**src/rtl/legv8_ctrl_pkg.sv**
```systemverilog
// Shared constants for the LEGv8 multi-cycle control unit: state encodings,
// ControlWord field positions, ALU/PC codes, opcodes and the condition evaluator.
package legv8_ctrl_pkg;

    typedef enum logic [1:0] {
        ST_FETCH = 2'b00,
        ST_EXEC  = 2'b01,
        ST_EXEC2 = 2'b10
    } state_t;

    typedef enum logic [2:0] {
        IMM_NONE    = 3'd0,
        IMM_SHAMT   = 3'd1,
        IMM_ALU12   = 3'd2,
        IMM_DT9     = 3'd3,
        IMM_MOVW    = 3'd4,
        IMM_MOVMASK = 3'd5,
        IMM_BR26    = 3'd6,
        IMM_CB19    = 3'd7
    } imm_fmt_t;

    localparam int CW_DA_LO   = 29;
    localparam int CW_SA_LO   = 24;
    localparam int CW_SB_LO   = 19;
    localparam int CW_FS_LO   = 14;
    localparam int CW_BSEL    = 13;
    localparam int CW_RW      = 12;
    localparam int CW_MW      = 11;
    localparam int CW_EN_ALU  = 10;
    localparam int CW_EN_MEM  = 9;
    localparam int CW_EN_PC   = 8;
    localparam int CW_PS_LO   = 6;
    localparam int CW_SL      = 5;
    localparam int CW_C0      = 4;
    localparam int CW_IL      = 3;
    localparam int CW_NS_LO   = 1;
    localparam int CW_RSVD    = 0;

    localparam logic [2:0] FS_AND    = 3'b000;
    localparam logic [2:0] FS_OR     = 3'b001;
    localparam logic [2:0] FS_ADD    = 3'b010;
    localparam logic [2:0] FS_XOR    = 3'b011;
    localparam logic [2:0] FS_LSL    = 3'b100;
    localparam logic [2:0] FS_LSR    = 3'b101;
    localparam logic [2:0] FS_PASS_B = 3'b110;
    localparam logic [2:0] FS_PASS_A = 3'b111;

    localparam logic [1:0] PS_HOLD   = 2'b00;
    localparam logic [1:0] PS_INC    = 2'b01;
    localparam logic [1:0] PS_BRANCH = 2'b10;
    localparam logic [1:0] PS_REG    = 2'b11;

    localparam logic [10:0] OPC_ADD   = 11'b10001011000;
    localparam logic [10:0] OPC_SUB   = 11'b11001011000;
    localparam logic [10:0] OPC_ADDS  = 11'b10101011000;
    localparam logic [10:0] OPC_SUBS  = 11'b11101011000;
    localparam logic [10:0] OPC_AND   = 11'b10001010000;
    localparam logic [10:0] OPC_ORR   = 11'b10101010000;
    localparam logic [10:0] OPC_EOR   = 11'b11001010000;
    localparam logic [10:0] OPC_ANDS  = 11'b11101010000;
    localparam logic [10:0] OPC_LSR   = 11'b11010011010;
    localparam logic [10:0] OPC_LSL   = 11'b11010011011;
    localparam logic [10:0] OPC_LDUR  = 11'b11111000010;
    localparam logic [10:0] OPC_STUR  = 11'b11111000000;
    localparam logic [10:0] OPC_BR    = 11'b11010110000;
    localparam logic [9:0]  OPC_ADDI  = 10'b1001000100;
    localparam logic [9:0]  OPC_SUBI  = 10'b1101000100;
    localparam logic [9:0]  OPC_ADDIS = 10'b1011000100;
    localparam logic [9:0]  OPC_SUBIS = 10'b1111000100;
    localparam logic [9:0]  OPC_ANDI  = 10'b1001001000;
    localparam logic [9:0]  OPC_ORRI  = 10'b1011001000;
    localparam logic [9:0]  OPC_EORI  = 10'b1101001000;
    localparam logic [9:0]  OPC_ANDIS = 10'b1111001000;
    localparam logic [8:0]  OPC_MOVZ  = 9'b110100101;
    localparam logic [8:0]  OPC_MOVK  = 9'b111100101;
    localparam logic [7:0]  OPC_CBZ   = 8'b10110100;
    localparam logic [7:0]  OPC_CBNZ  = 8'b10110101;
    localparam logic [7:0]  OPC_BCOND = 8'b01010100;
    localparam logic [5:0]  OPC_B     = 6'b000101;
    localparam logic [5:0]  OPC_BL    = 6'b100101;

    // flags = {V, N, C, Z}; returns 1 when the ARM condition code holds
    function automatic logic cond_holds(input logic [3:0] cond, input logic [3:0] flags);
        logic v, n, c, z, r;
        {v, n, c, z} = flags;
        case (cond)
            4'b0000: r = z;
            4'b0001: r = ~z;
            4'b0010: r = c;
            4'b0011: r = ~c;
            4'b0100: r = n;
            4'b0101: r = ~n;
            4'b0110: r = v;
            4'b0111: r = ~v;
            4'b1000: r = c & ~z;
            4'b1001: r = ~c | z;
            4'b1010: r = ~(n ^ v);
            4'b1011: r = n ^ v;
            4'b1100: r = ~z & ~(n ^ v);
            4'b1101: r = z | (n ^ v);
            4'b1110: r = 1'b1;
            4'b1111: r = 1'b1;
            default: r = 1'b1;
        endcase
        return r;
    endfunction

endpackage

```
**src/rtl/legv8_imm_gen.sv**
```systemverilog
// Immediate generator: extracts, extends and positions the instruction
// immediate selected by the decoder into the 64-bit datapath constant.
module legv8_imm_gen
    import legv8_ctrl_pkg::*;
(
    input  logic [25:0] field,
    input  imm_fmt_t    fmt,
    output logic [63:0] imm
);

    logic [5:0]  hw_shift_s;
    logic [63:0] imm16_s;

    assign hw_shift_s = {field[22:21], 4'b0000};
    assign imm16_s    = {48'd0, field[20:5]};

    // Format-driven immediate extraction
    always_comb begin
        imm = 64'd0;
        case (fmt)
            IMM_SHAMT:   imm = {58'd0, field[15:10]};
            IMM_ALU12:   imm = {52'd0, field[21:10]};
            IMM_DT9:     imm = {{55{field[20]}}, field[20:12]};
            IMM_MOVW:    imm = imm16_s << hw_shift_s;
            IMM_MOVMASK: imm = ~(64'h0000_0000_0000_FFFF << hw_shift_s);
            IMM_BR26:    imm = {{38{field[25]}}, field[25:0]};
            IMM_CB19:    imm = {{45{field[23]}}, field[23:5]};
            IMM_NONE:    imm = 64'd0;
            default:     imm = 64'd0;
        endcase
    end

endmodule

```
**src/rtl/control_unit_legv8.sv**
```systemverilog
// LEGv8 multi-cycle control unit: FETCH/EXEC(/EXEC2 for MOVK) sequencer and
// instruction decoder producing the 34-bit ControlWord and 64-bit constant.
module control_unit_legv8
    import legv8_ctrl_pkg::*;
(
    input  logic        clock,
    input  logic        reset,
    output logic [33:0] ControlWord,
    output logic [63:0] constant,
    input  logic [31:0] instruction,
    input  logic [4:0]  status
);

    state_t     state_r, ns_s;
    imm_fmt_t   fmt_s;
    logic [4:0] da_s, sa_s, sb_s, fs_s;
    logic [1:0] ps_s;
    logic       bsel_s, rw_s, mw_s, en_alu_s, en_mem_s, en_pc_s, sl_s, c0_s, il_s;
    logic [33:0] cw_s;
    logic [63:0] imm_s;
    logic [10:0] op11_s;
    logic [9:0]  op10_s;
    logic [8:0]  op9_s;
    logic [7:0]  op8_s;
    logic [5:0]  op6_s;

    assign op11_s = instruction[31:21];
    assign op10_s = instruction[31:22];
    assign op9_s  = instruction[31:23];
    assign op8_s  = instruction[31:24];
    assign op6_s  = instruction[31:26];

    legv8_imm_gen u_imm_gen (
        .field (instruction[25:0]),
        .fmt   (fmt_s),
        .imm   (imm_s)
    );

    // State register with synchronous active-low reset
    always_ff @(posedge clock) begin
        if (!reset) begin
            state_r <= ST_FETCH;
        end else begin
            state_r <= ns_s;
        end
    end

    // Next state and per-field decode
    always_comb begin
        da_s = 5'd0;      sa_s = 5'd0;      sb_s = 5'd0;     fs_s = 5'd0;
        bsel_s = 1'b0;    rw_s = 1'b0;      mw_s = 1'b0;
        en_alu_s = 1'b0;  en_mem_s = 1'b0;  en_pc_s = 1'b0;
        ps_s = PS_HOLD;   sl_s = 1'b0;      c0_s = 1'b0;     il_s = 1'b0;
        ns_s = ST_FETCH;  fmt_s = IMM_NONE;
        case (state_r)
            ST_FETCH: begin
                il_s = 1'b1;
                ns_s = ST_EXEC;
            end
            ST_EXEC: begin
                da_s = instruction[4:0];
                sa_s = instruction[9:5];
                sb_s = instruction[20:16];
                ps_s = PS_INC;
                if (op11_s == OPC_ADD || op11_s == OPC_ADDS) begin
                    fs_s = {FS_ADD, 2'b00};  en_alu_s = 1'b1;  rw_s = 1'b1;
                    sl_s = (op11_s == OPC_ADDS);
                end else if (op11_s == OPC_SUB || op11_s == OPC_SUBS) begin
                    fs_s = {FS_ADD, 2'b01};  c0_s = 1'b1;  en_alu_s = 1'b1;  rw_s = 1'b1;
                    sl_s = (op11_s == OPC_SUBS);
                end else if (op11_s == OPC_AND || op11_s == OPC_ANDS) begin
                    fs_s = {FS_AND, 2'b00};  en_alu_s = 1'b1;  rw_s = 1'b1;
                    sl_s = (op11_s == OPC_ANDS);
                end else if (op11_s == OPC_ORR || op11_s == OPC_EOR) begin
                    fs_s = (op11_s == OPC_ORR) ? {FS_OR, 2'b00} : {FS_XOR, 2'b00};
                    en_alu_s = 1'b1;  rw_s = 1'b1;
                end else if (op11_s == OPC_LSR || op11_s == OPC_LSL) begin
                    fs_s = (op11_s == OPC_LSR) ? {FS_LSR, 2'b00} : {FS_LSL, 2'b00};
                    bsel_s = 1'b1;  en_alu_s = 1'b1;  rw_s = 1'b1;  fmt_s = IMM_SHAMT;
                end else if (op10_s == OPC_ADDI || op10_s == OPC_ADDIS) begin
                    fs_s = {FS_ADD, 2'b00};  bsel_s = 1'b1;  en_alu_s = 1'b1;  rw_s = 1'b1;
                    sl_s = (op10_s == OPC_ADDIS);  fmt_s = IMM_ALU12;
                end else if (op10_s == OPC_SUBI || op10_s == OPC_SUBIS) begin
                    fs_s = {FS_ADD, 2'b01};  c0_s = 1'b1;  bsel_s = 1'b1;  en_alu_s = 1'b1;
                    rw_s = 1'b1;  sl_s = (op10_s == OPC_SUBIS);  fmt_s = IMM_ALU12;
                end else if (op10_s == OPC_ANDI || op10_s == OPC_ANDIS) begin
                    fs_s = {FS_AND, 2'b00};  bsel_s = 1'b1;  en_alu_s = 1'b1;  rw_s = 1'b1;
                    sl_s = (op10_s == OPC_ANDIS);  fmt_s = IMM_ALU12;
                end else if (op10_s == OPC_ORRI || op10_s == OPC_EORI) begin
                    fs_s = (op10_s == OPC_ORRI) ? {FS_OR, 2'b00} : {FS_XOR, 2'b00};
                    bsel_s = 1'b1;  en_alu_s = 1'b1;  rw_s = 1'b1;  fmt_s = IMM_ALU12;
                end else if (op11_s == OPC_LDUR) begin
                    fs_s = {FS_ADD, 2'b00};  bsel_s = 1'b1;  en_mem_s = 1'b1;  rw_s = 1'b1;
                    fmt_s = IMM_DT9;
                end else if (op11_s == OPC_STUR) begin
                    sb_s = instruction[4:0];  fs_s = {FS_ADD, 2'b00};  bsel_s = 1'b1;
                    mw_s = 1'b1;  fmt_s = IMM_DT9;
                end else if (op11_s == OPC_BR) begin
                    ps_s = PS_REG;
                end else if (op9_s == OPC_MOVZ) begin
                    fs_s = {FS_PASS_B, 2'b00};  bsel_s = 1'b1;  en_alu_s = 1'b1;  rw_s = 1'b1;
                    fmt_s = IMM_MOVW;
                end else if (op9_s == OPC_MOVK) begin
                    // First half of MOVK clears the target halfword
                    sa_s = instruction[4:0];  fs_s = {FS_AND, 2'b00};  bsel_s = 1'b1;
                    en_alu_s = 1'b1;  rw_s = 1'b1;  fmt_s = IMM_MOVMASK;  ns_s = ST_EXEC2;
                end else if (op8_s == OPC_CBZ || op8_s == OPC_CBNZ) begin
                    sa_s = instruction[4:0];  fs_s = {FS_PASS_A, 2'b00};  fmt_s = IMM_CB19;
                    ps_s = (status[4] == (op8_s == OPC_CBZ)) ? PS_BRANCH : PS_INC;
                end else if (op8_s == OPC_BCOND) begin
                    fmt_s = IMM_CB19;
                    ps_s  = cond_holds(instruction[3:0], status[3:0]) ? PS_BRANCH : PS_INC;
                end else if (op6_s == OPC_B || op6_s == OPC_BL) begin
                    ps_s = PS_BRANCH;  fmt_s = IMM_BR26;
                    if (op6_s == OPC_BL) begin
                        da_s = 5'd30;  en_pc_s = 1'b1;  rw_s = 1'b1;
                    end else begin
                        en_pc_s = 1'b0;
                    end
                end else begin
                    rw_s = 1'b0;
                end
            end
            ST_EXEC2: begin
                da_s = instruction[4:0];  sa_s = instruction[4:0];
                fs_s = {FS_OR, 2'b00};  bsel_s = 1'b1;  en_alu_s = 1'b1;  rw_s = 1'b1;
                ps_s = PS_INC;  fmt_s = IMM_MOVW;
            end
            default: begin
                ns_s = ST_FETCH;
            end
        endcase
    end

    // Pack decoded fields into the ControlWord layout
    always_comb begin
        cw_s = 34'd0;
        cw_s[CW_DA_LO +: 5] = da_s;
        cw_s[CW_SA_LO +: 5] = sa_s;
        cw_s[CW_SB_LO +: 5] = sb_s;
        cw_s[CW_FS_LO +: 5] = fs_s;
        cw_s[CW_BSEL]       = bsel_s;
        cw_s[CW_RW]         = rw_s;
        cw_s[CW_MW]         = mw_s;
        cw_s[CW_EN_ALU]     = en_alu_s;
        cw_s[CW_EN_MEM]     = en_mem_s;
        cw_s[CW_EN_PC]      = en_pc_s;
        cw_s[CW_PS_LO +: 2] = ps_s;
        cw_s[CW_SL]         = sl_s;
        cw_s[CW_C0]         = c0_s;
        cw_s[CW_IL]         = il_s;
        cw_s[CW_NS_LO +: 2] = ns_s;
        cw_s[CW_RSVD]       = 1'b0;
    end

    // Outputs are forced to zero while reset is held low
    always_comb begin
        if (!reset) begin
            ControlWord = 34'd0;
            constant    = 64'd0;
        end else begin
            ControlWord = cw_s;
            constant    = imm_s;
        end
    end

endmodule

```
**config.mk**
```make
export PLATFORM = sky130hd
export DESIGN_NAME = control_unit_legv8
export DESIGN_NICKNAME = d
export VERILOG_FILES = /design/src/rtl/legv8_ctrl_pkg.sv /design/src/rtl/legv8_imm_gen.sv /design/src/rtl/control_unit_legv8.sv
export SDC_FILE = /design/constraint.sdc
export NUM_CORES = 1
export LEC_CHECK = 0
export ABC_AREA = 1
export CORE_MARGIN = 3
export CORE_UTILIZATION = 40
export DETAILED_ROUTE_END_ITERATION = 10
export PLACE_DENSITY = 0.81
export SLEW_MARGIN = 10
export SYNTH_ARGS = -nofsm -noshare
export SYNTH_HDL_FRONTEND = slang
export SYNTH_SLANG_ARGS = --single-unit
```
**constraint.sdc**
```tcl
create_clock -name clock -period 3.9 [get_ports clock]
set_input_delay 0.39 -clock clock [delete_from_list [all_inputs] [get_ports clock]]
set_output_delay 0.39 -clock clock [all_outputs]
set_load 0.02 [all_outputs]
```
## Yosys cells after proc, flatten, opt, wreduce, memory -nomap -nowiden

Cells that the tools add are included.

| storage, ports and cells | value |
|---|---|
| flip-flop bits (word level) | 2 |
| input port bits | 39 |
| logic and storage cells | 324 |

| cells by class | value |
|---|---|
| eq/ne operators | 53 |
| shift operators | 2 |
| mux-type cells | 242 |
| bitwise logic cells | 11 |
| reductions and logical operators | 15 |

Operators with widths:

| kind | count |
|---|---|
| $pmux W64 S8 | 1 |
| $mux W5 | 60 |
| $eq A11 B11 Y1 const B | 13 |
| $mux W1 | 116 |
| $eq A10 B10 Y1 const B | 8 |
| $mux W2 | 33 |
| $mux W64 | 1 |
| $not A64 Y64 | 1 |
| $shl A16 B6 Y64 | 1 |
| $shl A16 B6 Y64 const A | 1 |
| $mux W3 | 18 |
| $mux W34 | 1 |
| $eq A4 B4 Y1 const B | 8 |
| $pmux W5 S2 | 3 |
| $eq A9 B9 Y1 const B | 2 |
| $eq A4 B3 Y1 const B | 4 |
| $eq A8 B8 Y1 const B | 2 |
| $pmux W1 S15 | 1 |
| $eq A3 B3 Y1 const B | 4 |
| $logic_or A1 B1 Y1 | 11 |
| $eq A4 B2 Y1 const B | 2 |
| $eq A8 B7 Y1 const B | 1 |
| $mux W4 | 2 |
| $pmux W2 S2 | 2 |
| 18 further kinds | 27 |

## Logic depth before layout (Yosys ltp)

Gate-level depths: netlist (run 1).

| depth | value |
|---|---|
| word-level depth | 40 |
| depth in mapped cells | 17 |
| depth with buffers taken out | 16 |

## By module

Synthesis (run 1) repeated with hierarchy kept, for this count alone.

| unflattened totals | value |
|---|---|
| cells, all modules | 707 |
| area, all modules | 3342.0 um2 |

Modules (own cells, without submodules):

| module | instances | cells each | area each (um2) | seq. area each (um2) |
|---|---|---|---|---|
| control_unit_legv8 | 1 | 395 | 1778.0 | 40.0 |
| legv8_imm_gen | 1 | 312 | 1564.0 | 0.0 |

## Worst setup path after synthesis (run 1)

No wires, ideal clock.

| path | value |
|---|---|
| kind | input -> output |
| from | in instruction[21] |
| to | out constant[53] |
| data arrival time | 2.238 ns |
| required time | 3.510 ns |
| slack | 1.272 ns |
| stages on the path | 15 |
| cell sequence | buf_4 -> clkinv_2 -> nand2_4 -> nor2_2 -> nand3_2 -> nand2_1 -> inv_1 -> nand3_1 -> nand2_2 -> nor2_2 -> nand2_1 -> nor2_1 -> nor2_4 -> buf_6 -> a21oi_1 |

| between the ends | value |
|---|---|
| cells in the longest elaborated chain, start to end | 17 |
| elaborated cells on any way between the ends | 44 |
| classes of those cells | 20 x eq/ne; 2 x shift; 15 x mux; 1 x bitwise; 6 x reduce/logical |

Ends and longest elaborated chain:

| element | line | RTL |
|---|---|---|
| start, declared | control_unit_legv8.sv:10 | `input logic [31:0] instruction,` |
| $eq A11 B11 Y1 | control_unit_legv8.sv:98 | `end else if (op11_s == OPC_BR) begin` |
| $mux W3 | control_unit_legv8.sv:98 |  |
| $mux W3 | control_unit_legv8.sv:95 | `end else if (op11_s == OPC_STUR) begin` |
| $mux W3 | control_unit_legv8.sv:92 | `end else if (op11_s == OPC_LDUR) begin` |
| $mux W3 | control_unit_legv8.sv:89 | `end else if (op10_s == OPC_ORRI \|\| op10_s == OPC_EORI) begin` |
| $mux W3 | control_unit_legv8.sv:86 | `end else if (op10_s == OPC_ANDI \|\| op10_s == OPC_ANDIS) begin` |
| $mux W3 | control_unit_legv8.sv:83 | `end else if (op10_s == OPC_SUBI \|\| op10_s == OPC_SUBIS) begin` |
| $mux W3 | control_unit_legv8.sv:80 | `end else if (op10_s == OPC_ADDI \|\| op10_s == OPC_ADDIS) begin` |
| $mux W3 | control_unit_legv8.sv:77 | `end else if (op11_s == OPC_LSR \|\| op11_s == OPC_LSL) begin` |
| $mux W3 | control_unit_legv8.sv:74 | `end else if (op11_s == OPC_ORR \|\| op11_s == OPC_EOR) begin` |
| $mux W3 | control_unit_legv8.sv:71 | `end else if (op11_s == OPC_AND \|\| op11_s == OPC_ANDS) begin` |
| $mux W3 | control_unit_legv8.sv:68 | `end else if (op11_s == OPC_SUB \|\| op11_s == OPC_SUBS) begin` |
| $mux W3 | control_unit_legv8.sv:65 | `if (op11_s == OPC_ADD \|\| op11_s == OPC_ADDS) begin` |
| $pmux W3 S2 | control_unit_legv8.sv:55 | `case (state_r)` |
| $eq A3 B3 Y1, or another cell as far along | legv8_imm_gen.sv:20 | `case (fmt)` |
| $pmux W64 S8 * | legv8_imm_gen.sv:20 |  |
| $mux W64 * | control_unit_legv8.sv:158 | `if (!reset) begin` |
| end, declared | control_unit_legv8.sv:9 | `output logic [63:0] constant,` |

Every way passes the cells marked *; elsewhere a longest branch is shown, timed or not.

## Worst setup path after layout (run 1)

| path | value |
|---|---|
| from | in instruction[28] |
| to | out constant[48] |

| between the ends | value |
|---|---|
| cells in the longest elaborated chain, start to end | 23 |
| elaborated cells on any way between the ends | 67 |
| classes of those cells | 35 x eq/ne; 20 x mux; 12 x reduce/logical |

Ends and longest elaborated chain:

| element | line | RTL |
|---|---|---|
| $eq A6 B3 Y1 or $eq A6 B6 Y1 (tied branches) | control_unit_legv8.sv:113 | `end else if (op6_s == OPC_B \|\| op6_s == OPC_BL) begin` |
| $logic_or A1 B1 Y1 | control_unit_legv8.sv:113 |  |
| $mux W3 | control_unit_legv8.sv:113 |  |
| $mux W3 | control_unit_legv8.sv:110 | `end else if (op8_s == OPC_BCOND) begin` |
| $mux W3 | control_unit_legv8.sv:107 | `end else if (op8_s == OPC_CBZ \|\| op8_s == OPC_CBNZ) begin` |
| $mux W3 | control_unit_legv8.sv:103 | `end else if (op9_s == OPC_MOVK) begin` |
| $mux W3 | control_unit_legv8.sv:100 | `end else if (op9_s == OPC_MOVZ) begin` |
| $mux W3 | control_unit_legv8.sv:98 |  |
| (+7 left out) | n/a |  |
| $mux W3 | control_unit_legv8.sv:74 |  |
| $mux W3 | control_unit_legv8.sv:71 |  |
| $mux W3 | control_unit_legv8.sv:68 |  |
| $mux W3 * | control_unit_legv8.sv:65 |  |
| $pmux W3 S2 * | control_unit_legv8.sv:55 |  |
| $eq A3 B3 Y1, or another cell as far along | legv8_imm_gen.sv:20 |  |
| $pmux W64 S8 * | legv8_imm_gen.sv:20 |  |
| $mux W64 * | control_unit_legv8.sv:158 |  |

Marked as above.

==> results of run 1 <==
-- per-stage QoR --
step | hold slack [ps] | TNS, ps | area (um2) | setup slack, ps | util, %
2_1_floorplan | 606 | 0 | 2980 | 1270 | -
5_1_grt | 751 | -36.0 | 4770 | -16.0 | 67.9
3_5_place_dp | 647 | -73.4 | 4570 | -31.0 | 65.2
6_report | 665 | 0 | 4770 | 99.9 | 67.9
4_1_cts | 658 | 0 | 4620 | 84.6 | 65.8
3_3_place_gp | 628 | -1700 | 4570 | -82.0 | 65.2
-- report_power, final --
| group | switching, uW | internal (uW) |
|---|---|---|
| combinational | 142 | 76.6 |
| sequential | 0.441 | 21.4 |
| clock | 16.7 | 65.4 |
-- logic make-up after synthesis --
family / count (synthesis) / share of synthesized area, %
simple gates: 391 / 59.9
compound gates: 117 / 22.9
buf+inv: 94 / 13.9
fa+ha+maj: 3 / 1.26
xor+xnor: 2 / 0.588
flops: 2 / 1.34
other cells: 1 / 0.126
-- cells in the final DEF, fill, tap and decap left out, drive strengths merged, types with 13 or more instances in the layout --
| cell | count |
|---|---|
| nand2 | 183 |
| nor2 | 111 |
| clkdlybuf4s50 | 83 |
| nand3 | 69 |
| a21oi | 69 |
| inv | 61 |
| dlymetal6s2s | 50 |
| buf | 36 |
| o21ai | 32 |
| nand4 | 14 |
| nor3 | 13 |
-- worst paths after layout --
path | cells after the start | to
setup / recovery | 14 | constant[48]
setup reg to reg | 5 | state_r[1]
hold / removal | 4 | state_r[0]
hold reg to reg | 4 | state_r[0]
-- area by class of cell --
type                       instances  area (um2)
clock buffer                       3        41.3
fill                             647        2250
inverter                          64         246
multi-input combinational        515        2540
sequential                         2        40.0
tap                               96         120
timing repair buffer             170        1770
-- worst min-delay path, cell delays in order, from the launching register on --
cell	delay (ps)
sky130_fd_sc_hd__dfxtp_1	300
sky130_fd_sc_hd__inv_1	80
sky130_fd_sc_hd__ha_1	140
sky130_fd_sc_hd__nand2_1	60
sky130_fd_sc_hd__inv_1	50
-- metal layers --
layer / up-vias / track usage [%]
li1: 2283 / -
met4: 0 / 7.18
met3: 26 / 6.23
met1: 2125 / 41.8
met2: 323 / 49.4
met5: - / 0
-- timing repair --
action | 4_1_cts | 5_1_grt
resized for setup | 1 | 58
cloned | 0 | 0
hold buffers | 0 | 0
setup endpoints to repair | 14 | 64
pin swaps | 1 | 0
buffers inserted | 1 | 0
hold endpoints to repair | 0 | 0
==> impl_results.md, run 1 <==
* Row count at 30
* Arrival time at the worst endpoint at 3410 ps
* Detailed Place HPWL at 10800 um
* Ratio of total power to cell area at 67.6 nW/um2
* Growth of design area from synthesis to finish at 60.0%
* Final cell count without fillers at 850
* Pin slew with the least headroom to its limit at 519 ps
* Start point of the worst min-delay path: state_r[1]
* Per-cell via count in the routed design at 5.60
* Mapped Area at 2980 um2
* Initial cell density of the core at 42.4%
* Maximum number of pins on one net before global-route repair at 49
* Final Hold Vio Count at 0
* Length of routed met2 wiring at 6180 um
* Clock Sinks at 2
* Floorplan die area at 8520 um2
* Clock tree from TritonCTS: built
* Area share of the leading cell type in the synthesized netlist at 22.3%
* Cell count after synthesis at 610
* Root buf cell: sky130_fd_sc_hd__clkbuf_8
* Crit end category: primary output
* CTS Buf Count at 3
* Metal3 WL at 1750 um
* CP Cell Sequence: clkdlybuf4s50_1 -> nand2_1 -> nor2_1 -> nand2_1 -> nand4_1 -> nand2_1 -> a21oi_4 -> buf_4 -> nor2_4 -> nand2_4 -> nand3_4 -> nor2_4 -> a21oi_1 -> clkdlybuf4s50_1
* Most numerous cell types in the synthesized netlist: 177 x sky130_fd_sc_hd__nand2_1, 92 x sky130_fd_sc_hd__nor2_1, 62 x sky130_fd_sc_hd__nand3_1
* Biggest cell delay along the critical path at 580 ps
* Sum of buffers and inverters on the critical path at 3
* Top cells by area, synth: sky130_fd_sc_hd__nand2_1 22%, sky130_fd_sc_hd__nor2_1 12%, sky130_fd_sc_hd__nand3_1 10%
* Cell repeated most along the worst path: sky130_fd_sc_hd__nand2_1
* Max-slew violation count at 0
* Max H-tree Level at 1
* Proportion of synthesized chip area in sequential cells at 1.34%
* Number of placed instances with taps included at 846
* Headroom to the max-slew limit at 65.4%
* Library cell with the largest summed area after synthesis: sky130_fd_sc_hd__nand2_1
* Most used DFF post-synth: sky130_fd_sc_hd__dfxtp_1
* Via count of the first global-routing pass at 4400
* CTS Buffer Depth at 2
* Total GRT Usage at 30.7%
* Syn_area_per_cell at 4.88 um2
* Routed met1 length at 5690 um
* Number of nets at the end of the flow at 798
* Final Skew at 1.68 ps
* Average detailed-routed wire length per instance at 16.3 um
* Critical path class: in2out
* Req. time, crit path at 3510 ps
* Number of violations of the max-capacitance limit at 0
* Wire length of the first global-routing pass at 21700 um
* Registers with the most flip-flops: state_r (2)
* Antenna cell count at 0
* Final Wtd Congestion at 0.957
* Slowest stage cell, crit path: sky130_fd_sc_hd__clkdlybuf4s50_1
* Layout cell share with drive strength beyond 1 at 12.6%
* Outcome: complete, no violations
* Share of flip-flops with an asynchronous set or reset at 0%
* Maximum vdd drop at 0.0731 mV
* FF-to-FF Start: state_r[1]
* WL final at 13900 um
* Port Buffer Count at 134
* DRC violations left at 0
* Crit Path Max Fanout at 16
* Total congestion overflow after global routing at 0
* I/O Pins at 137
* Detailed-route via count at 4757
* Top-count cell post-synth: sky130_fd_sc_hd__nand2_1
* Register with the most flip-flops: state_r
* Post-synth EDFFs at 0
* Initial antenna violation count at 0
* Launching element of the worst setup path: instruction[28]
* Core Box Area at 7020 um2
* Sort of element at the start of the critical path: primary input
* Min cycle time layout at 3800 ps
* Total of flip-flops plus latches after synthesis at 2
* LEAKAGE at 0.00296 uW
* 1st-iter DRT viols at 440
* Post-synthesis cell type count at 40
* Top Family by Delay on Critical Path: buffers and inverters
* Max Fclk at 0.263 GHz
* X dimension of the die at 92.3 um
* Die Y at 92.3 um
* Fin crit share at 97.4%
* Type of the tightest min-delay check: reg2reg
* Power, Total at 322 uW
* Clock latency of the later-clocked register in the worst-skew pair at 210 ps
* Detailed-routing iteration count for the pre-antenna-repair pass at 5
* Topmost layer with routed signal wires: met4
* Count of final setup violators at 0
* Worst setup slack for register-to-register paths at 2620 ps
* Synth warn at 0
* Number of antenna-violating nets in the routed design at 0
* Clock-pin transition on the worst setup and hold timing paths at 30 ps
* Flip-flop count of the largest register after layout at 2
Power figures use the tool's default switching activity.
==> run 2, diff against run 1 <==
--- a/config.mk
+++ b/config.mk
@@ -9,8 +9,10 @@
 export CORE_MARGIN = 3
 export CORE_UTILIZATION = 40
 export DETAILED_ROUTE_END_ITERATION = 10
+export GPL_TIMING_DRIVEN = 0
 export PLACE_DENSITY = 0.81
 export SLEW_MARGIN = 10
 export SYNTH_ARGS = -nofsm -noshare
 export SYNTH_HDL_FRONTEND = slang
 export SYNTH_SLANG_ARGS = --single-unit
+export TNS_END_PERCENT = 50
==> run 2 against run 1 <==
Compared with the run above: die area did not move; sequential power barely moved; count of clock-buffer cells in the layout did not move; cell area fell by 3.2%; largest cell class unchanged.
==> impl_results.md, run 2 (synthesis results as in run 1) <==
* Initial antenna violation count at 0 (unchanged)
* Power, Total at 318 uW (-1.3%)
* Sort of element at the start of the critical path: primary input
* Max H-tree Level at 1 (unchanged)
* Core Box Area at 7020 um2 (unchanged)
* I/O Pins at 137 (unchanged)
* # fillers at 654 (+1.1%)
* Ratio of total power to cell area at 69.0 nW/um2 (+2.0%)
* Detailed-route via count at 4760 (+0.063%)
* X dimension of the die at 92.3 um (unchanged)
* Total GRT Usage at 30.6% (-0.056 points)
* Clock Sinks at 2 (unchanged)
* Per-cell via count in the routed design at 5.65 (+0.89%)
* Number of antenna-violating nets in the routed design at 0 (unchanged)
* Crit end category: primary output
* Count of final setup violators at 0 (unchanged)
* Cell repeated most along the worst path: sky130_fd_sc_hd__nand2_1
* Fin crit share at 99.4% (+2.0 points)
* Post-route setup TNS at 0 ps (unchanged)
* Portion of total power attributed to the clock network at 25.8% (+0.3 points)
* Commonest non-fill, non-tap cells in the layout: 177 x sky130_fd_sc_hd__nand2_1, 91 x sky130_fd_sc_hd__nor2_1, 66 x sky130_fd_sc_hd__clkdlybuf4s50_1
* Maximum number of pins on one net before global-route repair at 11 (-78%)
* Layout cell share with drive strength beyond 1 at 10.4% (-2.2 points)
* Clock-pin transition on the worst setup and hold timing paths at 30 ps (about the same)
* Average detailed-routed wire length per instance at 16.3 um (about the same)
* Growth of design area from synthesis to finish at 55.0%
* 1st-iter DRT viols at 406 (-7.7%)
* Flip-flop count of the largest register after layout at 2 (unchanged)
* Global Route met3 Usage at 4.35% (-1.9 points)
* Max Fclk at 0.258 GHz (-2.0%)
* Number of nets at the end of the flow at 791 (-0.88%)
* DRC violations left at 0 (unchanged)
* Slowest stage cell, crit path: sky130_fd_sc_hd__clkdlybuf4s50_1
* Final Wtd Congestion at 1.02 (+6.2%)
* Number of buffers inserted by hold repair at cts at 0 (unchanged)
* Port Buffer Count at 129 (-3.7%)
* Crit Path Max Fanout at 7 (-9)
* Most used routing layer: met2
* Worst slack at placement at -69.1 ps (-38.1 ps)
* Pin slew with the least headroom to its limit at 616 ps (+96.3 ps)
* Most frequent standard cell in the layout excluding fill and tap cells: sky130_fd_sc_hd__nand2_1
* Maximum vdd drop at 0.0698 mV (-4.6%)
* Root buf cell: sky130_fd_sc_hd__clkbuf_8
* Global routing met2 resource utilization at 48.4% (-1.0 points)
* LEAKAGE at 0.00300 uW (+1.2%)
* Clock tree from TritonCTS: built
* RSZ-0062 raised after global routing: yes
* CTS Buf Count at 3 (unchanged)
* Final Hold Slack at 663 ps (-1.56 ps)
* CTS Buffer Depth at 2 (unchanged)
* Final critical-path setup slack at 22.4 ps (-77.5 ps)
* Number of cells on the worst hold path at 4 (unchanged)
* Row count at 30 (unchanged)
* Switching pwr at 159 uW (+0.15%)
* Detailed Place HPWL at 10800 um (-0.52%)
* Registers with the most flip-flops: state_r (2)
* Floorplan die area at 8520 um2 (unchanged)
* WL final at 13700 um (-0.79%)
* Arrival time at the worst endpoint at 3490 ps (+80 ps)
* Initial cell density of the core at 42.4% (unchanged)
* GR Layer Usage met1 at 42.5% (+0.71 points)
* Outcome: complete, no violations
* Biggest cell delay along the critical path at 620 ps (+40 ps)
* Type of the tightest min-delay check: reg2reg
* Via count of the first global-routing pass at 4403 (+0.068%)
* Die Y at 92.3 um (unchanged)
* Headroom to the max-slew limit at 59.0% (-6.4 points)
* Detailed-routing iteration count for the pre-antenna-repair pass at 7 (+2)
* Clock latency of the later-clocked register in the worst-skew pair at 210 ps (about the same)
* Critical path class: in2out
* Number of violations of the max-capacitance limit at 0 (unchanged)
* Req. time, crit path at 3510 ps (about the same)
* Min cycle time layout at 3880 ps (+77.5 ps)
* Register with the most flip-flops: state_r
* Total congestion overflow after global routing at 0 (unchanged)
* Wire length of the first global-routing pass at 21700 um (about the same)
* Max-slew violation count at 0 (unchanged)
* Worst reg2reg path depth at 5 (unchanged)
* CP Cell Sequence: clkdlybuf4s50_1 -> inv_1 -> nand2_1 -> nor2_2 -> nand3_1 -> nand2_1 -> nor2_2 -> nand3_4 -> nand2_1 -> nand3_4 -> nor2_2 -> nand2_1 -> o21ai_0 -> nor2_1 -> nor2_1 -> clkdlybuf4s50_1
* Portion of total power attributed to sequential cells at 6.9% (about the same)
* Antenna cell count at 0 (unchanged)
* Share of total power in combinational logic at 67.3% (-0.5 points)
* Switching power share of the total at 50.0% (+0.71 points)
* Cell-internal power at 159 uW (-2.6%)
* Final Hold Vio Count at 0 (unchanged)
* Final Skew at 1.91 ps (+0.229 ps)
## run 2: cell type report
cell class              instances  area [um2]  share of cell area [%]
multi-input cells             515        2550                    55.2
plain buffers                  30         174                    3.77
inverters                      64         244                    5.29
repair buffers                133        1450                    31.3
flip-flops and latches          2        40.0                   0.868
well taps                      96         120                    2.60
clock buffers                   3        41.3                   0.895
## run 2: path summary, 6_finish.rpt
| check | startpoint | to | slack, ps |
|---|---|---|---|
| worst max-delay path | instruction[24] | constant[22] | 20 |
| worst min-delay path | state_r[1] | state_r[0] | 660 |
| worst max register to register | state_r[1] | state_r[1] | 2370 |
| worst min register to register | state_r[1] | state_r[0] | 660 |
## run 2: through the flow
stage	cells	area (um2)	util (%)
floorplan	611	2980	-
global placement	836	4390	62.6
detailed placement	836	4390	62.6
CTS	843	4460	63.6
global route	843	4610	65.7
finish	843	4610	65.7
## run 2: repair_timing
item | in CTS | in global routing
setup endpoints to repair | 25 | 58
buffers inserted | 4 | 0
pin swaps | 2 | 0
resized for setup | 11 | 65
cloned | 0 | 0
## run 2: worst max-delay path: cells and delay by family
kind	cells	cell delay, ps
buf+inv	3	1350
compound gates	1	80
simple gates	12	1650
## run 2: layer usage
layer | routed length (um) | share of wire (%)
met1 | 5790 | 42
met2 | 6040 | 44
met3 | 1540 | 11
met4 | 378 | 2.8
met5 | 0 | 0
## run 2: power groups by stage
| stage | sequential (uW) | clock, uW | combinational, uW |
|---|---|---|---|
| final | 21.8 | 82.1 | 214 |
| after global routing | 21.9 | 87.9 | 229 |
| after CTS | 21.8 | 84.1 | 206 |
| after detailed placement | 22.1 | 0 | 205 |
| after global placement | 22.0 | 0 | 204 |
| after floorplan | 21.9 | 0 | 108 |
